**config.mk**
```make
export PLATFORM = sky130hd
export DESIGN_NAME = message_schedule_gen
export DESIGN_NICKNAME = d
export VERILOG_FILES = /design/src/rtl/message_schedule_gen.sv
export SDC_FILE = /design/constraint.sdc
export NUM_CORES = 1
export LEC_CHECK = 0
export CORE_MARGIN = 10
export CORE_UTILIZATION = 40
export CTS_BUF_LIST = sky130_fd_sc_hd__clkbuf_4
export CTS_CLUSTER_DIAMETER = 50
export DETAILED_ROUTE_END_ITERATION = 8
export HOLD_SLACK_MARGIN = 0.06
export MAX_ROUTING_LAYER = met4
export PLACE_DENSITY = 0.75
export SYNTH_ARGS = -nofsm -noshare
export SYNTH_HDL_FRONTEND = slang
export SYNTH_SLANG_ARGS = --single-unit
```
**constraint.sdc**
```tcl
create_clock -name clk -period 4.5 [get_ports clk]
set_clock_uncertainty 0.1 [all_clocks]
set_input_delay 1.35 -clock clk [delete_from_list [all_inputs] [get_ports clk]]
set_output_delay 1.35 -clock clk [all_outputs]
set_load 0.05 [all_outputs]
```
**src/rtl/message_schedule_gen.sv**
```systemverilog
// SHA-256 message schedule: expands one 512-bit block into ROUNDS W words over a valid/ready stream.
// Optional abort input is compiled in when SCHED_ABORT_EN is defined.
module message_schedule_gen #(
    parameter int ROUNDS = 64
) (
    input  logic         clk,
    input  logic         rst_n,
`ifdef SCHED_ABORT_EN
    input  logic         abort,
`endif
    input  logic         blk_valid,
    output logic         blk_ready,
    input  logic [0:511] blk_data,
    output logic         w_valid,
    input  logic         w_ready,
    output logic [0:31]  w_data,
    output logic [0:5]   w_idx,
    output logic         w_last,
    output logic         busy
);

    typedef enum logic {
        IDLE = 1'b0,
        RUN  = 1'b1
    } state_t;

    localparam logic [5:0] LAST_T = 6'(ROUNDS - 1);

    state_t      state_reg, state_next;
    logic [31:0] win_reg  [16];
    logic [31:0] win_next [16];
    logic [5:0]  t_reg;
    logic        abort_i;
    logic        accept;
    logic        xfer;
    logic        at_last;
    logic        load;
    logic        shift;
    logic        clear;
    logic [31:0] new_word;

`ifdef SCHED_ABORT_EN
    assign abort_i = abort;
`else
    assign abort_i = 1'b0;
`endif

    function automatic logic [31:0] sigma0(input logic [31:0] x);
        return {x[6:0], x[31:7]} ^ {x[17:0], x[31:18]} ^ {3'b000, x[31:3]};
    endfunction

    function automatic logic [31:0] sigma1(input logic [31:0] x);
        return {x[16:0], x[31:17]} ^ {x[18:0], x[31:19]} ^ {10'd0, x[31:10]};
    endfunction

    assign blk_ready = (state_reg == IDLE);
    assign w_valid   = (state_reg == RUN);
    assign busy      = w_valid;
    assign at_last   = (t_reg == LAST_T);
    assign accept    = blk_valid && blk_ready && !abort_i;
    assign xfer      = w_valid && w_ready;
    assign w_data    = win_reg[0];
    assign w_idx     = t_reg;
    assign w_last    = w_valid && at_last;
    assign new_word  = sigma1(win_reg[14]) + win_reg[9] + sigma0(win_reg[1]) + win_reg[0];

    always_comb begin
        state_next = state_reg;
        load       = 1'b0;
        shift      = 1'b0;
        clear      = 1'b0;
        case (state_reg)
            IDLE: begin
                if (accept) begin
                    state_next = RUN;
                    load       = 1'b1;
                end
            end
            RUN: begin
                // Abort wins over shifting; a coincident transfer is simply consumed.
                if (abort_i || (xfer && at_last)) begin
                    state_next = IDLE;
                    clear      = 1'b1;
                end else if (xfer) begin
                    shift = 1'b1;
                end
            end
            default: state_next = IDLE;
        endcase
    end

    always_ff @(posedge clk or negedge rst_n) begin
        if (!rst_n) begin
            state_reg <= IDLE;
        end else begin
            state_reg <= state_next;
        end
    end

    generate
        for (genvar gi = 0; gi < 16; gi++) begin : g_win
            logic [31:0] shift_in;
            if (gi == 15) begin : g_tail
                assign shift_in = new_word;
            end else begin : g_body
                assign shift_in = win_reg[gi+1];
            end
            assign win_next[gi] = clear ? 32'd0 :
                                  load  ? blk_data[32*gi +: 32] :
                                  shift ? shift_in : win_reg[gi];
        end
    endgenerate

    always_ff @(posedge clk or negedge rst_n) begin
        if (!rst_n) begin
            for (int k = 0; k < 16; k++) begin
                win_reg[k] <= 32'd0;
            end
            t_reg <= 6'd0;
        end else begin
            for (int k = 0; k < 16; k++) begin
                win_reg[k] <= win_next[k];
            end
            if (clear || load) begin
                t_reg <= 6'd0;
            end else if (shift) begin
                t_reg <= t_reg + 6'd1;
            end
        end
    end

endmodule

```
Word-level counts from Yosys, hierarchy flattened
Cells that the tools add are included.
{"block": "word_totals", "regBits": 519, "out_inout_bits": 42, "elab_cells": 94}
{"block": "op_classes", "add_sub_neg": 4, "eq_ne": 1, "muxes": 59, "n_bitwise": 5, "reduce_logical": 7}
{"operator": "two-way mux 32 bit", "n": 48}
{"operator": "adder 32 bit", "n": 3}
{"operator": "bitwise XOR 32 bit", "n": 2}
{"operator": "bitwise XOR 32 x 22 -> 32 bit", "n": 1}
{"operator": "bitwise XOR 32 x 29 -> 32 bit", "n": 1}
{"operator": "two-way mux 6 bit", "n": 2}
{"operator": "two-way mux 1 bit", "n": 8}
{"operator": "adder 6 x 1 -> 6 bit, second input constant", "n": 1}
{"operator": "equality test 6 bit, second input constant", "n": 1}
{"operator": "logical AND 1 bit", "n": 4}
{"operator": "nonzero test 3 bit", "n": 1}
{"operator": "one-hot mux 1 bit (2 select lines)", "n": 1}
{"operator": "nonzero test 2 bit", "n": 1}
{"operator": "logical OR 1 bit", "n": 1}
{"operator": "inverter 1 bit", "n": 1}

Logic depth before layout (Yosys ltp)
Gate-level depths: netlist of run 1.
{"block": "logic_depth", "word_depth": 8, "ltp_mapped": 18, "ltp_nobuf": 17}

Worst setup path before layout of run 1
Ideal clock, no wire load.
{"block": "synth_timing", "path_kind": "register to register", "startpoint": "reg win_reg, in the netlist g_win[13].shift_in[18]", "endpoint": "reg win_reg, in the netlist g_win[14].shift_in[29]", "setup_time_ns": 0.129, "t_arrival_ns": 3.861, "required_time_ns": 4.271, "setup_slack_ns": 0.410, "stages_incl_launch_ff": 18, "cell_sequence": "dfrtp_1 > clkbuf_1 > xor2_1 > xnor2_1 > fa_1 > fa_1 > inv_1 > ha_1 > inv_1 > fa_1 > nand2b_1 > a21oi_2 > o211ai_2 > a211oi_2 > o221ai_2 > o41ai_2 > xnor2_1 > o21ai_1"}
{"block": "synth_via", "elab_chain_cells": 8}
{"item": "from (decl)", "line": "30", "source": "logic [31:0] win_reg [16];"}
{"item": "from (signal, indexed assignment)", "line": "122", "source": "win_reg[k] <= win_next[k];"}
{"item": "bitwise XOR 32 bit", "line": "53", "source": "return {x[16:0], x[31:17]} ^ {x[18:0], x[31:19]} ^ {10'd0, x[31:10]};"}
{"item": "bitwise XOR 32 x 22 -> 32 bit (*)", "line": "53"}
{"item": "adder 32 bit (*) (3 in a row)", "line": "65", "source": "assign new_word = sigma1(win_reg[14]) + win_reg[9] + sigma0(win_reg[1]) + win_reg[0];"}
{"item": "two-way mux 32 bit (*)", "line": "110", "source": "shift ? shift_in : win_reg[gi];"}
{"item": "two-way mux 32 bit (*)", "line": "109", "source": "load ? blk_data[32*gi +: 32] :"}
{"item": "two-way mux 32 bit (*)", "line": "108", "source": "assign win_next[gi] = clear ? 32'd0 :"}
Mark *: on every way between the ends. The rest lies on a longest branch, timed or not. The select of a mux whose other input is x is not followed.
A chain may end at the register's enable or synchronous reset.

Worst setup path after layout of run 1
{"block": "layout_timing", "startpoint": "reg win_reg, in the netlist g_win[13].shift_in[20]", "endpoint": "reg win_reg, in the netlist g_win[14].shift_in[25]"}
The elaborated chain is that of the path after synthesis.

==> run_results.csv, run 1 <==
group,metric,value,unit
critical_path,worst_ep_required_time,5.24,ns
place,portBuffers,557,
global_routing,grt_pass1_vias,25300,
routing,wirelength,115000,um
finish,area_growth,30.7,%
synthesis,async_reset_ff_share,100,%
hold_path,worstHoldPathType,"input port to async pin",
routing,via_count,25500,
place,pre_cts_slack,0.0243,ns
synthesis,ys_ff_latch,519,
clock_tree,cts_root_buffer,"clkbuf_4",
synthesis,syn_nets,3507,
global_routing,antenna_found_initial,31,
routing,postRouteAntennaNets,0,
critical_path,critPathLaunchType,"flip-flop",
floorplanning,pin_count,558,
sta,rsz0062_at_grt,"no",
sta,fmax,232,MHz
sta,tns,0,ns
critical_path,cp_cell_sequence,"xor2_1, xnor2_1, buf_4, fa_1, fa_1, inv_1, ha_1, inv_1, fa_1, nand2b_4, a21oi_4, o211ai_2, a211oi_4, o221ai_2, buf_4, o21bai_1, xnor2_1, o21ai_1",
critical_path,end_kind,"flip-flop",
finish,nets,3994,
flow_run,cap_violations,0,
finish,drive_gt1_share,9.39,%
floorplanning,dieArea,78500,sq um
sta,finalWorstSetupSlack,0.191,ns
synthesis,seq_area_frac_synth,47.9,%
critical_path,critical_path_class,"flip-flop to flip-flop",
place,gp_congestion,0.968,
clock_tree,clock-sinks,519,
sta,setup_viol,0,
clock_tree,htree_levels,4,
synthesis,syn_area,27100,sq um
finish,final_cell_mix,"995 x nor2_1, 555 x clkdlybuf4s50_1, 518 x dfrtp_1",
power,vdd_drop_max,0.000707,V
routing,route.detailed.drc,0,
sta,fin_crit,4.31,ns
routing,drt_pre_antenna_iters,7,
clock_tree,postCtsSetupRepairBufs,0,
global_routing,grt-ovfl-total,0,
clock_tree,cts_buffers,142,
critical_path,max_stage_delay,0.46,ns
clock_tree,insertion_delay,0.99,ns
global_routing,gr-usage-all-layers,29.5,%
critical_path,crit_top_cell,"fa_1",
routing,wire_per_inst,26.3,um
clock_tree,cts_tree,"yes",
critical_path,path_buf_inv,4,
power,power.density,816,nW/um^2
sta,slew_viol_final,0,
synthesis,synth.distinct_cells,55,
global_routing,grt_first_pass_wirelength,167000,um
power,p_leak,16.2,nW
critical_path,crit_arrival,5.05,ns
sta,timing.final.crit_share,95.8,%
global_routing,grt_max_degree,174,
synthesis,avgSynthCellArea,9.35,sq um
routing,drt_iter0_drc,3367,
floorplanning,die_x,280,um
synthesis,yosys_warnings,0,
floorplanning,core_region_area,67200,sq um
run_status,status,"completed",
floorplanning,die-height,280,um
clock_tree,cts_buffer_depth,3,
sta,slew_headroom,34.6,%
clock_tree,clkTransAtPathRegs,0.07,ns
floorplanning,placementRows,95,
critical_path,crit_family,"adder cells",
synthesis,synth_edf_count,0,
place,place_hpwl,87000,um
critical_path,crit_slowest_cell,"fa_1",
sta,worst_pin_slew,0.981,ns
floorplanning,initial_core_util,40.3,%
synthesis,synth_cells,2897,
routing,avgViaCountPerCell,5.82,
critical_path,cp_max_fo,3,
sta,hold_viol_final,0,
synthesis,synth-main-ff-cell,"dfrtp_1",
finish,final_common_cell,"nor2_1",
[per-stage QoR]
step / instance area [sq um] / util, % / hold slack (ns) / power, mW / cells
after detailed placement: 33500 / 49.9 / 0.397 / 24.0 / 4113
after CTS: 35300 / 52.5 / 0.197 / 28.4 / 4345
after global routing: 35400 / 52.7 / 0.227 / 30.8 / 4375
after floorplan: 27100 / - / 0.374 / 18.1 / 2897
final: 35400 / 52.7 / 0.256 / 28.9 / 4376
after global placement: 33500 / 49.9 / 0.389 / 23.9 / 4113
[cells in the mapped netlist, drive strengths merged, types with 4 or more instances]
library cell    n  area, sq um
a22o            7         61.3
xnor2          85          744
a211oi          7         62.6
nand2b          4         25.0
a21oi          36          184
o211ai          8         70.1
nand2          28          105
nor2b           5         31.3
inv           129          484
o21ai          45          225
dfrtp         519        13000
ha             32          400
a221oi        488         4270
a22oi          15          113
o21bai          7         52.6
fa             62         1240
buf            65          362
xor2           60          526
nor2          995         3730
nand4          10         62.6
a21o           13         97.6
clkbuf        226          848
nand3          10         50.1
a31oi           4         25.0
[final timing paths]
kind	startpoint	endpoint	slack, ns	cells past startpoint
setup / recovery	g_win[13].shift_in[20]$_DFFE_PN0P_	g_win[14].shift_in[25]$_DFFE_PN0P_	0.19	18
hold / removal	rst_n	g_win[5].shift_in[3]$_DFFE_PN0P_	0.26	1
setup reg to reg	g_win[13].shift_in[20]$_DFFE_PN0P_	g_win[14].shift_in[25]$_DFFE_PN0P_	0.19	18
hold reg to reg	g_win[6].shift_in[14]$_DFFE_PN0P_	g_win[5].shift_in[14]$_DFFE_PN0P_	0.40	2
max in group asynchronous	rst_n	g_win[10].shift_in[21]$_DFFE_PN0P_	3.05	2
min in group clk	g_win[6].shift_in[14]$_DFFE_PN0P_	g_win[5].shift_in[14]$_DFFE_PN0P_	0.40	2
[layer usage]
layer	global-route usage [%]	vias to the layer above	wire length [um]
met5	-	-	0
met4	11.3	0	3330
met3	6.99	185	9930
met2	44.8	1431	55000
met1	37.7	12600	47000
li1	-	11300	-
[what timing repair did]
action                                  in CTS  in global routing
gates resized for setup                      1                  9
pin swaps                                    0                  7
endpoints found under the setup margin       1                 11
hold buffers                                 0                  0
[where the power goes]
part	switching (mW)	leakage, nW	internal, mW
Clock	2.05	1.07	2.31
Combinational	10.0	8.35	7.02
Sequential	1.54	6.74	5.93
Total	13.6	16.2	15.3
[logic make-up after synthesis]
group / synth area share, %
compound gates: 19.8
simple gates: 15.2
fa+ha+maj: 6.06
flops: 47.9
mux: 0.111
xor+xnor: 4.69
buf+inv: 6.25
[cell type report]
| cell class | instances | area [sq um] |
|---|---|---|
| timing repair buffer | 634 | 6490 |
| fill | 6094 | 31800 |
| antenna | 31 | 77.6 |
| inverter | 129 | 484 |
| multi-input combinational | 1958 | 12500 |
| clock buffer | 212 | 1590 |
| sequential | 519 | 13000 |
| tap | 873 | 1090 |
| clock inverter | 20 | 184 |
[state kept, by name, summed over array words and instances, names as in the netlist]
name and count:
busy 1, g_win.shift_in 480, w_data 32, w_idx 6
Note: power is estimated with default switching activity, not from simulation.
==> inputs of run 2 (changes only) <==
Settings changed: CORE_MARGIN 10 to unset.
==> run 2 against run 1 <==
Register-to-register slack worse by 0.05 ns. Combinational power down 4%. Cell count about the same. First-iteration DRC count up 6.4%. Worst setup slack worse by 0.054 ns. Fmax down 1.2%. Final area down 0.12%. Count of clock-buffer cells in the layout down 9.
==> run_results.csv, run 2 (synthesis results as in run 1) <==
group,metric,value,unit
routing,wire_per_inst,25.3,um
routing,drt_pre_antenna_iters,7,
critical_path,worst_ep_required_time,5.23,ns
critical_path,max_stage_delay,0.51,ns
global_routing,grt_pass1_vias,25100,
clock_tree,cts_tree,"yes",
floorplanning,die_x,262,um
global_routing,grt_max_degree,138,
routing,route.detailed.drc,0,
critical_path,critPathLaunchType,"flip-flop",
routing,postRouteAntennaNets,0,
finish,nets,4001,
place,pre_cts_slack,0.0833,ns
routing,via_count,25700,
clock_tree,postCtsSetupRepairBufs,0,
floorplanning,pin_count,558,
finish,drive_gt1_share,9.36,%
clock_tree,insertion_delay,1.01,ns
place,place_hpwl,82600,um
global_routing,gr-usage-all-layers,32.7,%
finish,largest_reg_flops,480,
power,power.density,799,nW/um^2
finish,instances_no_fill,4378,
place,gp_congestion,1.01,
global_routing,grt-ovfl-total,0,
power,p_total,28.2,mW
critical_path,crit_slowest_cell,"dfrtp_1",
clock_tree,ctsHoldBuffers,0,
sta,setup_viol,0,
sta,finalWorstSetupSlack,0.137,ns
global_routing,grt_first_pass_wirelength,162000,um
power,vdd_drop_max,0.000882,V
floorplanning,core_region_area,67000,sq um
finish,final_common_cell,"nor2_1",
finish,area_growth,30.5,%
clock_tree,cts_buffers,146,
critical_path,critical_path_class,"flip-flop to flip-flop",
sta,slew_viol_final,0,
routing,drt_iter0_drc,3582,
finish,final_cell_mix,"995 x nor2_1, 555 x clkdlybuf4s50_1, 519 x dfrtp_1",
clock_tree,htree_levels,4,
place,portBuffers,557,
critical_path,cp_cell_sequence,"xor2_1, xnor2_1, fa_1, fa_1, inv_1, ha_1, a21o_1, a211oi_2, o21ai_1, or3b_1, o221ai_2, o21bai_1, xnor2_1, o21ai_1",
flow_run,cap_violations,0,
finish,postLayoutCellArea,35400,sq um
clock_tree,cts_buffer_depth,3,
run_status,status,"completed",
power,p_leak,16.1,nW
critical_path,crit_arrival,5.09,ns
global_routing,antenna_found_initial,22,
sta,slew_headroom,44.7,%
critical_path,path_buf_inv,1,
floorplanning,die-height,262,um
routing,avgViaCountPerCell,5.87,
critical_path,end_kind,"flip-flop",
place,placed_area,33500,sq um
clock_tree,clock-sinks,519,
critical_path,cp_max_fo,5,
sta,timing.final.crit_share,97.0,%
hold_path,worstHoldPathType,"input port to async pin",
routing,wirelength,111000,um
clock_tree,clkTransAtPathRegs,0.07,ns
sta,hold_viol_final,0,
place,placedCellCount,4116,
sta,rsz0062_at_grt,"yes",
critical_path,crit_family,"adder cells",
sta,timing.hold.ws,0.284,ns
sta,fmax,229,MHz
sta,fin_crit,4.36,ns
sta,worst_pin_slew,0.829,ns
floorplanning,placementRows,95,
floorplanning,initial_core_util,40.4,%
clock_tree,cts_root_buffer,"clkbuf_4",
floorplanning,dieArea,68800,sq um
[run 2: cell types whose count changed in the layout (fill, tap and decap cells not counted), moves of 2 or more]
cell	change
buf_4	+3
bufinv_16	-2
clkbuf_4	-9
clkinv_1	+8
clkinv_2	+5
clkinvlp_4	+3
diode_2	-9
inv_8	+2
[run 2: area by class of cell]
type	instances	area [sq um]
Clock buffer	203	1520
Multi-Input combinational cell	1958	12500
Inverter	129	484
Clock inverter	37	238
Antenna cell	22	55.1
Sequential cell	519	13000
Fill cell	6241	31700
Timing Repair Buffer	637	6510
Tap cell	873	1090
[run 2: worst paths after layout]
check                                              startpoint                            endpoint  slack (ns)  cells past startpoint
max reg2reg                g_win[13].shift_in[28]$_DFFE_PN0P_  g_win[14].shift_in[25]$_DFFE_PN0P_        0.14                     14
min reg2reg                              w_idx[0]$_DFFE_PN0P_                w_idx[0]$_DFFE_PN0P_        0.41                      1
max in group asynchronous                               rst_n               w_data[6]$_DFFE_PN0P_        2.97                      2
max                        g_win[13].shift_in[28]$_DFFE_PN0P_  g_win[14].shift_in[25]$_DFFE_PN0P_        0.14                     14
min                                                     rst_n   g_win[4].shift_in[30]$_DFFE_PN0P_        0.28                      1
min in group clk                         w_idx[0]$_DFFE_PN0P_                w_idx[0]$_DFFE_PN0P_        0.41                      1
[run 2: timing repair]
item,in CTS,in global routing
gates cloned,0,0
endpoints found under the setup margin,1,7
resized for setup,1,7
pin swaps,0,2
hold endpoints to repair,0,0
[run 2: per-layer routing]
layer,global-route usage [%],up-vias,part of all wire [%]
met5,-,-,0
met4,14.2,0,3.8
met3,6.65,251,8.3
met2,49.3,1415,47
met1,42.8,12800,41
li1,-,11300,-
[run 2: report_power, final]
| part | leakage, nW | internal [mW] | switching (mW) |
|---|---|---|---|
| clock network | 1.05 | 2.15 | 2.15 |
| logic | 8.34 | 6.77 | 9.70 |
| registers | 6.74 | 5.93 | 1.54 |
| total | 16.1 | 14.9 | 13.4 |
[run 2: stage by stage]
step                      utilization [%]  setup TNS, ns
after floorplan                         -              0
after global placement               50.0              0
after detailed placement             50.0              0
after CTS                            52.6              0
after global routing                 52.7        -0.0338
final                                52.7              0
